[src/rtl/mvm_ctrl.sv]
`default_nettype none
// ============================================================================
//  Module      : mvm_ctrl
//  Description : Control FSM for the matrix-vector multiply datapath. Steers
//                an input word stream into the KxK matrix and K-entry vector
//                memories, sequences the per-row multiply-accumulate and
//                releases each row result over a valid/ready handshake.
//  Revision    : 1.0 - initial release
// ============================================================================
module mvm_ctrl #(
    parameter int K    = 4,
    parameter int LOGK = 2
) (
    input  logic                clk,
    input  logic                reset,
    input  logic                s_valid,
    output logic                s_ready,
    input  logic                new_matrix,
    output logic                wr_en_m,
    output logic [2*LOGK-1:0]   addr_m,
    output logic                wr_en_x,
    output logic [LOGK-1:0]     addr_x,
    output logic [LOGK-1:0]     rd_row,
    output logic [LOGK-1:0]     rd_col,
    output logic                mac_en,
    output logic                mac_clr,
    output logic                m_valid,
    input  logic                m_ready
);

    localparam logic [2:0] c_IDLE    = 3'd0;
    localparam logic [2:0] c_LOAD_M  = 3'd1;
    localparam logic [2:0] c_LOAD_X  = 3'd2;
    localparam logic [2:0] c_COMPUTE = 3'd3;
    localparam logic [2:0] c_OUT     = 3'd4;

    localparam logic [2*LOGK-1:0] c_CNT_ONE    = (2*LOGK)'(1);
    localparam logic [2*LOGK-1:0] c_CNT_LAST_M = (2*LOGK)'(K*K-1);
    localparam logic [2*LOGK-1:0] c_CNT_LAST_X = (2*LOGK)'(K-1);
    localparam logic [LOGK-1:0]   c_IDX_ONE    = LOGK'(1);
    localparam logic [LOGK-1:0]   c_IDX_LAST   = LOGK'(K-1);

    logic [2:0]          r_state;
    logic [2*LOGK-1:0]   r_cnt;
    logic [LOGK-1:0]     r_row;
    logic [LOGK-1:0]     r_col;
    logic                r_mat_loaded;
    logic                w_accept;
    logic                w_to_matrix;

    // A first word goes to the matrix when asked, or when no matrix exists yet
    assign w_to_matrix = new_matrix || !r_mat_loaded;
    assign w_accept    = s_valid && s_ready;

    // Output decode: strobes/addresses follow state, cnt and s_valid; all quiet in reset
    always_comb begin
        s_ready = 1'b0;
        wr_en_m = 1'b0;
        addr_m  = '0;
        wr_en_x = 1'b0;
        addr_x  = '0;
        rd_row  = '0;
        rd_col  = '0;
        mac_en  = 1'b0;
        mac_clr = 1'b0;
        m_valid = 1'b0;
        if (!reset) begin
            rd_row = r_row;
            rd_col = r_col;
            case (r_state)
                c_IDLE: begin
                    s_ready = 1'b1;
                    if (s_valid) begin
                        if (w_to_matrix) begin
                            wr_en_m = 1'b1;
                        end else begin
                            wr_en_x = 1'b1;
                        end
                    end
                end
                c_LOAD_M: begin
                    s_ready = 1'b1;
                    if (s_valid) begin
                        wr_en_m = 1'b1;
                        addr_m  = r_cnt;
                    end
                end
                c_LOAD_X: begin
                    s_ready = 1'b1;
                    if (s_valid) begin
                        wr_en_x = 1'b1;
                        addr_x  = r_cnt[LOGK-1:0];
                    end
                end
                c_COMPUTE: begin
                    mac_en  = 1'b1;
                    mac_clr = (r_col == '0);
                end
                c_OUT: begin
                    m_valid = 1'b1;
                end
                default: ;
            endcase
        end
    end

    // Sequencer: load matrix/vector, then MAC one row at a time and hand off
    always_ff @(posedge clk) begin
        if (reset) begin
            r_state      <= c_IDLE;
            r_cnt        <= '0;
            r_row        <= '0;
            r_col        <= '0;
            r_mat_loaded <= 1'b0;
        end else begin
            case (r_state)
                c_IDLE: begin
                    if (w_accept) begin
                        r_cnt   <= c_CNT_ONE;
                        r_state <= w_to_matrix ? c_LOAD_M : c_LOAD_X;
                    end
                end
                c_LOAD_M: begin
                    if (w_accept) begin
                        if (r_cnt == c_CNT_LAST_M) begin
                            r_mat_loaded <= 1'b1;
                            r_cnt        <= '0;
                            r_state      <= c_LOAD_X;
                        end else begin
                            r_cnt <= r_cnt + c_CNT_ONE;
                        end
                    end
                end
                c_LOAD_X: begin
                    if (w_accept) begin
                        if (r_cnt == c_CNT_LAST_X) begin
                            r_cnt   <= '0;
                            r_row   <= '0;
                            r_col   <= '0;
                            r_state <= c_COMPUTE;
                        end else begin
                            r_cnt <= r_cnt + c_CNT_ONE;
                        end
                    end
                end
                c_COMPUTE: begin
                    if (r_col == c_IDX_LAST) begin
                        r_col   <= '0;
                        r_state <= c_OUT;
                    end else begin
                        r_col <= r_col + c_IDX_ONE;
                    end
                end
                c_OUT: begin
                    if (m_ready) begin
                        if (r_row == c_IDX_LAST) begin
                            r_row   <= '0;
                            r_state <= c_IDLE;
                        end else begin
                            r_row   <= r_row + c_IDX_ONE;
                            r_state <= c_COMPUTE;
                        end
                    end
                end
                default: begin
                    r_state <= c_IDLE;
                end
            endcase
        end
    end

endmodule
`default_nettype wire

[config.mk]
export PLATFORM = sky130hd
export DESIGN_NAME = mvm_ctrl
export DESIGN_NICKNAME = d
export VERILOG_FILES = /design/src/rtl/mvm_ctrl.sv
export SDC_FILE = /design/constraint.sdc
export NUM_CORES = 1
export LEC_CHECK = 0
export ABC_AREA = 1
export ABC_CLOCK_PERIOD_IN_PS = 1600
export BUFFER_PORTS_ARGS = -buffer_cell sky130_fd_sc_hd__buf_2
export CAP_MARGIN = 20
export CELL_PAD_IN_SITES_DETAIL_PLACEMENT = 0
export CELL_PAD_IN_SITES_GLOBAL_PLACEMENT = 1
export CORE_MARGIN = 1
export CORE_UTILIZATION = 34
export CTS_CLUSTER_DIAMETER = 80
export DETAILED_ROUTE_END_ITERATION = 8
export GPL_ROUTABILITY_DRIVEN = 0
export HOLD_SLACK_MARGIN = 0.08
export PLACE_DENSITY = 0.8
export REMOVE_ABC_BUFFERS = 1
export SLEW_MARGIN = 20
export SYNTH_ARGS = -nofsm -noshare
export SYNTH_HDL_FRONTEND = slang
export SYNTH_SLANG_ARGS = --single-unit
[constraint.sdc]
create_clock -name clk -period 1.6 [get_ports clk]
set_input_delay 0.08 -clock clk [delete_from_list [all_inputs] [get_ports clk]]
set_output_delay 0.08 -clock clk [all_outputs]
set_load 0.02 [all_outputs]
Word level (Yosys, flattened, before mapping)
Index checks and enable logic that the tools add are counted.
Widths: inputs -> output; s select.
Storage, ports and cells
  bits in registers: 12
  output and inout port bits: 16
  input port bits: 5
Cells by class
  equal/unequal tests: 15
  add/subtract/negate cells: 3
  mux-type cells: 48
  reductions and logical operators: 14
Operator list (count)
  $mux 4: 8
  $mux 2: 12
  $mux 3: 7
  $mux 1: 15
  $pmux 3 s5: 1
  $ne 2x2->1 const B: 7
  $pmux 4 s3: 1
  $pmux 2 s2: 2
  $reduce_and 4->1: 2
  $reduce_and 7->1: 1
  $eq 3x2->1 const B: 2
  $reduce_and 3->1: 2
  $add 2x1->2 const B: 2
  $add 4x1->4 const B: 1
  $eq 2x2->1 const B: 2
  $eq 4x2->1 const B: 1
  $eq 4x4->1 const B: 1
  $pmux 1 s2: 2
  $reduce_bool 2->1: 2
  $eq 3x1->1 const B: 1
  $eq 3x3->1 const B: 1
  $logic_not 3->1: 1
  $reduce_bool 3->1: 1
  $reduce_or 3->1: 1
  other kinds (4): 4

Logic depth before layout (Yosys ltp)
Gate-level depths: netlist of the first run.
  depth in word-level cells: 7
  depth in mapped cells: 9

Least setup slack after synthesis of the first run
Ideal clock, no wire load.
  kind: reg2reg
  start: register r_state[1]
  end: register r_row[1]
  stages on the path, launching flop included: 7
  data arrival time: 1.194 ns
  clock period less this slack: 1.253 ns
  slack: 0.347 ns
  setup time: 0.059 ns
  cells stage by stage: dfxtp_1 > buf_2 > nor2_2 > nand2_1 > nor2_1 > nand3_1 > nand2_1
Between the ends
  longest elaborated chain between the ends: 7
  elaborated cells on any way between the ends: 14
  those cells by class: eq/ne (6); mux (3); reduce/logical (5)
RTL lines
  start: declaration: RTL line 43  | logic [2:0] r_state;
  start signal: assignment: RTL line 110  | r_state <= c_IDLE;
  start signal: assignment: RTL line 120  | r_state <= w_to_matrix ? c_LOAD_M : c_LOAD_X;
  start signal: assignment: RTL line 128  | r_state <= c_LOAD_X;
  $eq 3x2->1, or another cell as far along: RTL line 70, 116
  $reduce_or 3->1 (no line)
  $mux 1: RTL line 70  | case (r_state)
  $mux 1: RTL line 67  | if (!reset) begin
  $logic_and 1x1->1: RTL line 53  | assign w_accept = s_valid && s_ready;
  $ne 2x2->1 (no line)
  $reduce_and 4->1 (no line)
  end signal: assignment: RTL line 160  | r_row <= r_row + c_IDX_ONE;
  end: declaration: RTL line 45  | logic [LOGK-1:0] r_row;
Parallel ways exist; a longest one is shown, timed or not.
A chain may end at the register's enable or synchronous reset.

Worst setup path in the final report of the first run
  start: register r_state[1]
  end: output port wr_en_m
Between the ends
  longest elaborated chain between the ends: 3
  elaborated cells on any way between the ends: 4
  those cells by class: eq/ne (1); mux (2); reduce/logical (1)
RTL lines
  $eq 3x1->1 / $logic_not 3->1 (equally long branches): RTL line 70
  $pmux 1 s2 (*): RTL line 70
  $mux 1 (*): RTL line 67
  end: declaration: RTL line 19  | output logic wr_en_m,
Every way passes the cells marked *; elsewhere a longest branch is shown, timed or not.

==> results of run 1 <==
## cells in the mapped netlist
master	number
a21oi_1	7
buf_2	2
clkbuf_1	1
dfxtp_1	12
ha_1	4
inv_1	20
inv_2	3
nand2_1	34
nand2_2	1
nand3_1	15
nand3_2	1
nand4_1	1
nor2_1	22
nor2_2	3
nor2_4	1
nor3_1	7
o21a_1	1
o21ai_0	3
o21ai_1	1
o31ai_1	2
xor2_1	1
## worst register-to-register path: stages (launching register included)
cell,delay [ns]
dfxtp_1,0.39
ha_1,0.22
nand2_1,0.09
nor2_1,0.17
nand2_1,0.07
nand2_1,0.14
o21ai_0,0.10
nand2_1,0.07
inv_1,0.03
## power by group through the flow
stage,Sequential [uW],Combinational (uW),Clock (uW)
final,331,183,251
after floorplan,331,130,0
after global placement,333,180,0
after detailed placement,333,179,0
after CTS,327,180,260
after global routing,333,210,279
## area by class of cell
type                    count  area, sq um
clock buffers               4         36.3
fillers                   260         1250
well taps                  28         35.0
multi-input cells         104          514
flip-flops and latches     12          244
inverters                  23         86.3
repair buffers             21          108
## sequential cells by signal (all words and copies together) (netlist names)
register and count:
r_col 2, r_row 2, r_state 3, r_cnt 4, r_mat_loaded 1
## per-stage QoR
stage / utilization / instance area [sq um] / power, uW
6_report: 0.450 / 1020 / 765
4_1_cts: 0.446 / 1010 / 766
3_3_place_gp: 0.430 / 978 / 513
5_1_grt: 0.450 / 1020 / 822
2_1_floorplan: - / 836 / 461
3_5_place_dp: 0.430 / 978 / 512
## repair_timing
action                     in CTS  in global routing
gates resized for setup         0                  4
hold buffers                    0                  0
setup buffers                   0                  0
setup endpoints to repair       0                  1
## logic make-up after synthesis
| logic type | share of synthesized area |
|---|---|
| simple gates | 0.439 |
| buf+inv | 0.118 |
| compound gates | 0.0913 |
| flops | 0.283 |
| fa+ha+maj | 0.0589 |
| xor+xnor | 0.0103 |
## worst max-delay path by stage
stage | start | to | cells past startpoint
final | r_state[1] | wr_en_m | 5
after global routing | r_cnt[1] | r_state[1] | 8
after CTS | r_state[1] | wr_en_m | 5
after detailed placement | r_cnt[1] | r_cnt[0] | 8
after global placement | r_cnt[1] | r_cnt[0] | 8
after floorplan | r_state[1] | r_row[1] | 5
## layer usage
layer	share of wire	GRT usage	wire, um	vias up
met5	0	0	0	-
met4	0.0079	0.0676	17	0
met3	0.044	0.0292	94	2
met2	0.47	0.293	1000	22
met1	0.48	0.262	1040	414
li1	-	-	-	493
==> results.toml, run 1 <==
[run_status]
status = "finished, final reports clean"

[cts]
clock_latency_ns = 0.27
clkTransAtPathRegs_ns = 0.09
cts_tree = "built"
numClockSinks = 12
cts_buffers = 3
cts-root-buf = "clkbuf_4"
cts_buffer_depth = 2
htreeDepth = 1

[finish]
diodes = 0
layout_commonest_cell = "nand2_1"
drive_gt1_frac = 0.226
mostFrequentLayoutCells = "nand2_1, nor2_1, inv_1, buf_2, nand3_1"
fin_cells = 192
nets = 174
area_growth_pct = 20.5

[sta]
timing.final.crit_share = 0.898
setup_viol = 0
holdWs_ns = 0.0921
fmax_ghz = 0.696
finalMaxSlewViolations = 0
slew_headroom = 0.843
rsz0062_at_grt = "no"
tightest_slew_ns = 0.234
final_hold_viol_count = 0
min_period_ns = 1.44
fin_worst_skew_ns = 0.00137
fin_ws_ns = 0.163
final.setup.tns_ns = 0

[global_route]
grt_max_degree = 16
grt_pass1_wl_mm = 3.75
grt_pass1_vias = 848
antenna_found_initial = 0
overflow = 0
grt_use_total = 0.189

[setup_path]
r2r_start = "r_cnt[1]"
reg2regPathDepth = 8
path_cells = "inv_1 > nand3_2 > inv_1 > o21a_1 > buf_2"
worst-path-max-fanout = 8
arrival_ns = 1.36
cp.required_ns = 1.52
critPathKind = "register to output pin"
cpPeakStageDelay_ns = 0.42
crit_slowest_cell = "dfxtp_2"
crit_top_cell = "inv_1"
end_kind = "output pin"
rrSetupSlack_ns = 0.23
worst_setup_path_start_kind = "register"
path_buf_inv = 3
crit_family = "flip-flops"
timing.rr.end = "r_cnt[0]"

[hold_path]
hold_path.class = "primary input to register"
whs_path_depth = 4
hold_start = "reset"
holdPathEnd = "r_state[1]"

[pwr]
switching_share = 0.336
leakage_uw = 0.000517
powerDensity_nw_per_um2 = 748
p_switching_uw = 257
p_clk_frac = 0.328
peakVddDrop_uv = 454
seqPwrFrac = 0.433
internal_power_uw = 508
p_comb_frac = 0.239

[placed_design]
dp.cells = 188
port_buffers = 20
dp_slack_ns = 0.263
hpwlAfterDp_mm = 1.67

[synth]
synthCells = 142
yosys_warnings = 0
ys_ff_latch = 12
synth_top_area_frac = 0.283
yosysSeqAreaShare = 0.283
synth_area_leaders = "dfxtp_1, nand2_1, nor2_1"
synth_cell_type_count = 21
synth_largest_area_cell = "dfxtp_1"
netlist_area_sq_um = 850
avgSynthCellArea_sq_um = 5.98

[floorplanning]
die_w_um = 52.0
start_util = 0.373
die_h_um = 52.0
rows = 17
io_pins = 21
die_area_sq_um = 2700
core_sq_um = 2280

[detailed_routing]
drtIter0Drc = 23
drc_errors = 0
drtPass1Iterations = 4
postRouteAntennaNets = 0
vias_per_cell = 4.85
routed_wirelength_mm = 2.15
num_vias = 931
drt-wirelength-per-cell_um = 11.2

[job]
maxCapViolations = 0
(Power assumes the default switching activity.)
==> inputs of run 2 (changes only) <==
--- a/config.mk
+++ b/config.mk
@@ -6,7 +6,7 @@
 export NUM_CORES = 1
 export LEC_CHECK = 0
 export ABC_AREA = 1
-export ABC_CLOCK_PERIOD_IN_PS = 1600
+export ABC_CLOCK_PERIOD_IN_PS = 1500
 export BUFFER_PORTS_ARGS = -buffer_cell sky130_fd_sc_hd__buf_2
 export CAP_MARGIN = 20
 export CELL_PAD_IN_SITES_DETAIL_PLACEMENT = 0
==> constraint.sdc (replaced) <==
create_clock -name clk -period 1.5 [get_ports clk]
set_input_delay 0.075 -clock clk [delete_from_list [all_inputs] [get_ports clk]]
set_output_delay 0.075 -clock clk [all_outputs]
set_load 0.02 [all_outputs]
==> results.toml, run 2 (same netlist as run 1, synthesis figures left out) <==
[detailed_routing]
routed_wirelength_mm = 2.21
num_vias = 963
drtIter0Drc = 21
drt-wirelength-per-cell_um = 11.4
postRouteAntennaNets = 0
vias_per_cell = 4.96
drtPass1Iterations = 4
drc_errors = 0

[setup_path]
worst_setup_path_start_kind = "register"
critPathKind = "register to output pin"
reg2regPathDepth = 8
rrSetupSlack_ns = 0.15
timing.rr.end = "r_cnt[0]"
r2r_start = "r_cnt[1]"
cpPeakStageDelay_ns = 0.38
crit_slowest_cell = "dfxtp_2"
cp.required_ns = 1.42
path_cells = "nor2_1 > nand2_1 > nor3_1 > buf_2"
setup.worst_path.end = "addr_x[1]"
worst-path-max-fanout = 7
startpoint = "r_state[0]"
end_kind = "output pin"
arrival_ns = 1.34

[cts]
cts_tree = "built"
cts_setup_buffers = 0
clock_latency_ns = 0.28
cts_buffers = 3
htreeDepth = 1
cts_buffer_depth = 2
numClockSinks = 12
cts-root-buf = "clkbuf_4"
clkTransAtPathRegs_ns = 0.09

[floorplanning]
rows = 17
die_area_sq_um = 2700
core_sq_um = 2280
io_pins = 21
die_w_um = 52.0
start_util = 0.373
die_h_um = 52.0

[placed_design]
hpwlAfterDp_mm = 1.68
port_buffers = 20
dp.cells = 188

[finish]
fillCellCount = 251
drive_gt1_frac = 0.235
diodes = 0
mostFrequentLayoutCells = "nand2_1, nor2_1, buf_2, inv_1, nand3_1"
fin_cells = 194
regMostFlops = "r_cnt"
regArea_sq_um = 246
fin_util = 0.461
area_growth_pct = 23.4
layout_commonest_cell = "nand2_1"
largest_reg_flops = 4
nets = 176
largest_registers = "r_cnt: 4 flops, r_state: 3 flops"
multiInputGateArea_sq_um = 517

[pwr]
p_switching_uw = 286
switching_share = 0.343
leakage_uw = 0.000524
p_comb_frac = 0.239
peakVddDrop_uv = 498
seqPwrFrac = 0.425
power_uw = 832
internal_power_uw = 546
p_clk_frac = 0.335
powerDensity_nw_per_um2 = 793

[sta]
slew_headroom = 0.843
tightest_slew_ns = 0.235
holdWs_ns = 0.105
setup_viol = 0
min_period_ns = 1.41
finalMaxSlewViolations = 0
rsz0062_at_grt = "yes"
timing.final.crit_share = 0.941
fmax_ghz = 0.709
fin_worst_skew_ns = 0.00346
final_hold_viol_count = 0

[global_route]
grt_max_degree = 16
grt_pass1_wl_mm = 3.74
grt_pass1_vias = 855
overflow = 0
antenna_found_initial = 0
grt_use_total = 0.191

[hold_path]
whs_path_depth = 4
hold_path.class = "primary input to register"

[run_status]
status = "finished, final reports clean"

[job]
maxCapViolations = 0
run 2: cell types whose count changed in the layout (fill, tap and decap cells not counted):
cell / delta
nor2_1: -1
dfxtp_4: +1
dfxtp_2: -1
inv_2: +1
inv_1: -1
nor2_2: +1
dlygate4sd3_1: +2
run 2: power groups by stage:
stage	clock, uW	sequential [uW]	combinational, uW
after global routing	301	356	226
after floorplan	0	353	139
after CTS	282	350	196
after global placement	0	355	192
after detailed placement	0	356	191
final	279	354	199
run 2: worst min-delay path by stage:
stage / from / to / slack [ns]
after floorplan: reset / r_cnt[1] / 0.14
after global placement: reset / r_state[1] / 0.38
after detailed placement: reset / r_state[1] / 0.39
after CTS: reset / r_row[0] / 0.10
after global routing: reset / r_row[0] / 0.12
final: reset / r_row[0] / 0.10
run 2: layout make-up:
type / count / area share
Sequential cell: 12 / 0.235
Tap cell: 28 / 0.0334
Multi-Input combinational cell: 104 / 0.493
Inverter: 23 / 0.0823
Timing Repair Buffer: 23 / 0.122
Clock buffer: 4 / 0.0346
run 2: stage by stage:
| step | instance area [sq um] | TNS, ns | setup WS (ns) |
|---|---|---|---|
| final | 1050 | 0 | 0.0892 |
| after detailed placement | 978 | 0 | 0.159 |
| after global placement | 978 | 0 | 0.157 |
| after global routing | 1050 | -0.0458 | -0.0299 |
| after CTS | 1040 | 0 | 0.0182 |
| after floorplan | 836 | 0 | 0.306 |
run 2: critical path, delay by kind of cell, from the launching register on:
kind | cells | cell delay, ns
simple gates | 3 | 0.48
flops | 1 | 0.38
buf+inv | 1 | 0.19
run 2: layer usage:
metal / global-route usage / wire length (um) / vias up
li1: - / - / 495
met1: 0.253 / 1060 / 427
met2: 0.282 / 944 / 33
met3: 0.0380 / 146 / 8
met4: 0.117 / 60 / 0
met5: 0 / 0 / -
run 2: timing repair:
action / 4_1_cts / 5_1_grt
gates resized for setup: 1 / 6
setup endpoints to repair: 1 / 11
pin swaps: 0 / 0
endpoints found under the hold margin: 1 / 0
hold buffers: 2 / 0
==> inputs of run 3 (changes only) <==
--- a/config.mk
+++ b/config.mk
@@ -6,7 +6,7 @@
 export NUM_CORES = 1
 export LEC_CHECK = 0
 export ABC_AREA = 1
-export ABC_CLOCK_PERIOD_IN_PS = 1500
+export ABC_CLOCK_PERIOD_IN_PS = 1400
 export BUFFER_PORTS_ARGS = -buffer_cell sky130_fd_sc_hd__buf_2
 export CAP_MARGIN = 20
 export CELL_PAD_IN_SITES_DETAIL_PLACEMENT = 0
==> constraint.sdc (replaced) <==
create_clock -name clk -period 1.4 [get_ports clk]
set_input_delay 0.07 -clock clk [delete_from_list [all_inputs] [get_ports clk]]
set_output_delay 0.07 -clock clk [all_outputs]
set_load 0.02 [all_outputs]
==> results.toml, run 3 (same netlist as run 1, synthesis figures left out) <==
[run_status]
status = "finished, final reports clean"

[sta]
slew_headroom = 0.832
timing.final.crit_share = 0.971
finalMaxSlewViolations = 0
rsz0062_at_grt = "yes"
min_period_ns = 1.36
fin_worst_skew_ns = 0.00447
final_hold_viol_count = 0
tightest_slew_ns = 0.251
fmax_ghz = 0.736
setup_viol = 0

[finish]
design_area_sq_um = 1130
fin_cells = 198
nets = 180
multiInputGateArea_sq_um = 552
regMostFlops = "r_cnt"
drive_gt1_frac = 0.312
mostFrequentLayoutCells = "nand2_1, inv_1, nor2_1, buf_2, nand3_1"
largest_registers = "r_cnt: 4 flops, r_state: 3 flops"
layout_commonest_cell = "nand2_1"
diodes = 0
area_growth_pct = 33.0
fillCellCount = 242
fin_util = 0.496
largest_reg_flops = 4
regArea_sq_um = 251

[placed_design]
port_buffers = 20
placed_area_sq_um = 986
hpwlAfterDp_mm = 1.72
dp.cells = 189

[cts]
cts_tree = "built"
clock_latency_ns = 0.28
cts_buffers = 3
numClockSinks = 12
clkTransAtPathRegs_ns = 0.09
cts-root-buf = "clkbuf_4"
cts_buffer_depth = 2
htreeDepth = 1

[floorplanning]
core_sq_um = 2280
io_pins = 21
start_util = 0.373
die_w_um = 52.0
rows = 17
die_h_um = 52.0
die_area_sq_um = 2700

[setup_path]
critPathKind = "register to output pin"
crit_slowest_cell = "dfxtp_4"
worst-path-max-fanout = 7
worst_setup_path_start_kind = "register"
path_cells = "nor2_4 > nand2_2 > nor2_4 > o21a_1 > buf_6"
crit_top_cell = "nor2_4"
cpPeakStageDelay_ns = 0.40
path_buf_inv = 1
crit_family = "flip-flops"
cp.required_ns = 1.33
arrival_ns = 1.29
end_kind = "output pin"

[pwr]
peakVddDrop_uv = 605
p_switching_uw = 319
internal_power_uw = 619
p_comb_frac = 0.283
powerDensity_nw_per_um2 = 830
leakage_uw = 0.000549
switching_share = 0.340
power_uw = 938
p_clk_frac = 0.309
seqPwrFrac = 0.409

[detailed_routing]
drc_errors = 0
routed_wirelength_mm = 2.28
vias_per_cell = 4.94
drtIter0Drc = 30
drtPass1Iterations = 4
num_vias = 979
postRouteAntennaNets = 0
drt-wirelength-per-cell_um = 11.5

[global_route]
grt_pass1_wl_mm = 3.71
grt_util_met1 = 0.265
grt_pass1_vias = 812
grt_max_degree = 16
grt_use_met3 = 0.0263
overflow = 0
grt.busiest_layer = "met2"
antenna_found_initial = 0
use_met2 = 0.278
grt_use_total = 0.187

[hold_path]
hold_path.class = "primary input to register"

[job]
maxCapViolations = 0
[run 3: cell count changes in the layout (fill, tap and decap cells not counted), sizes merged]
cell / before / now
buf: 21 / 25
[run 3: worst reg2reg max path, stage by stage, from the launching register on]
cell     delay [ns]
dfxtp_2        0.36
ha_2           0.20
nand2_1        0.08
nor2_2         0.14
o21ai_1        0.12
nor2_1         0.14
nor2_1         0.06
nor2_1         0.10
[run 3: path summary, 6_finish.rpt]
path	start	to	slack [ns]	cells after the start
worst max register to register	r_cnt[1]	r_state[1]	0.14	7
worst max-delay path	r_state[0]	wr_en_m	0.04	5
worst min register to register	r_mat_loaded	r_mat_loaded	0.46	2
worst min-delay path	reset	r_row[0]	0.11	4
[run 3: layout make-up]
type,count,area share
tap,28,0.0310
timing repair buffer,27,0.147
inverter,23,0.0786
sequential,12,0.223
clock buffer,4,0.0321
multi-input combinational,104,0.488
[run 3: routing by layer]
| metal | vias to the layer above | wire, um |
|---|---|---|
| met5 | - | 0 |
| met4 | 0 | 21 |
| met3 | 5 | 111 |
| met2 | 31 | 1050 |
| met1 | 436 | 1100 |
| li1 | 507 | - |
[run 3: power groups by stage]
stage               Sequential [uW]  Combinational [uW]  Clock (uW)
global route                    385                 294         311
detailed placement              382                 206           0
floorplan                       378                 148           0
global placement                380                 206           0
finish                          383                 265         290
CTS                             378                 214         292
[run 3: metrics by stage]
stage / setup slack (ns) / setup TNS (ns) / hold WS (ns)
5_1_grt: -0.00956 / -0.0256 / 0.155
2_1_floorplan: 0.206 / 0 / 0.139
4_1_cts: 0.00430 / 0 / 0.114
6_report: 0.0410 / 0 / 0.110
3_5_place_dp: 0.0193 / 0 / 0.383
3_3_place_gp: 0.0420 / 0 / 0.383
[run 3: repair_timing]
item | in CTS | in global routing
pin swaps | 0 | 4
hold buffers | 2 | 0
endpoints found under the setup margin | 4 | 13
buffers inserted | 0 | 3
endpoints found under the hold margin | 1 | 0
resized for setup | 5 | 20
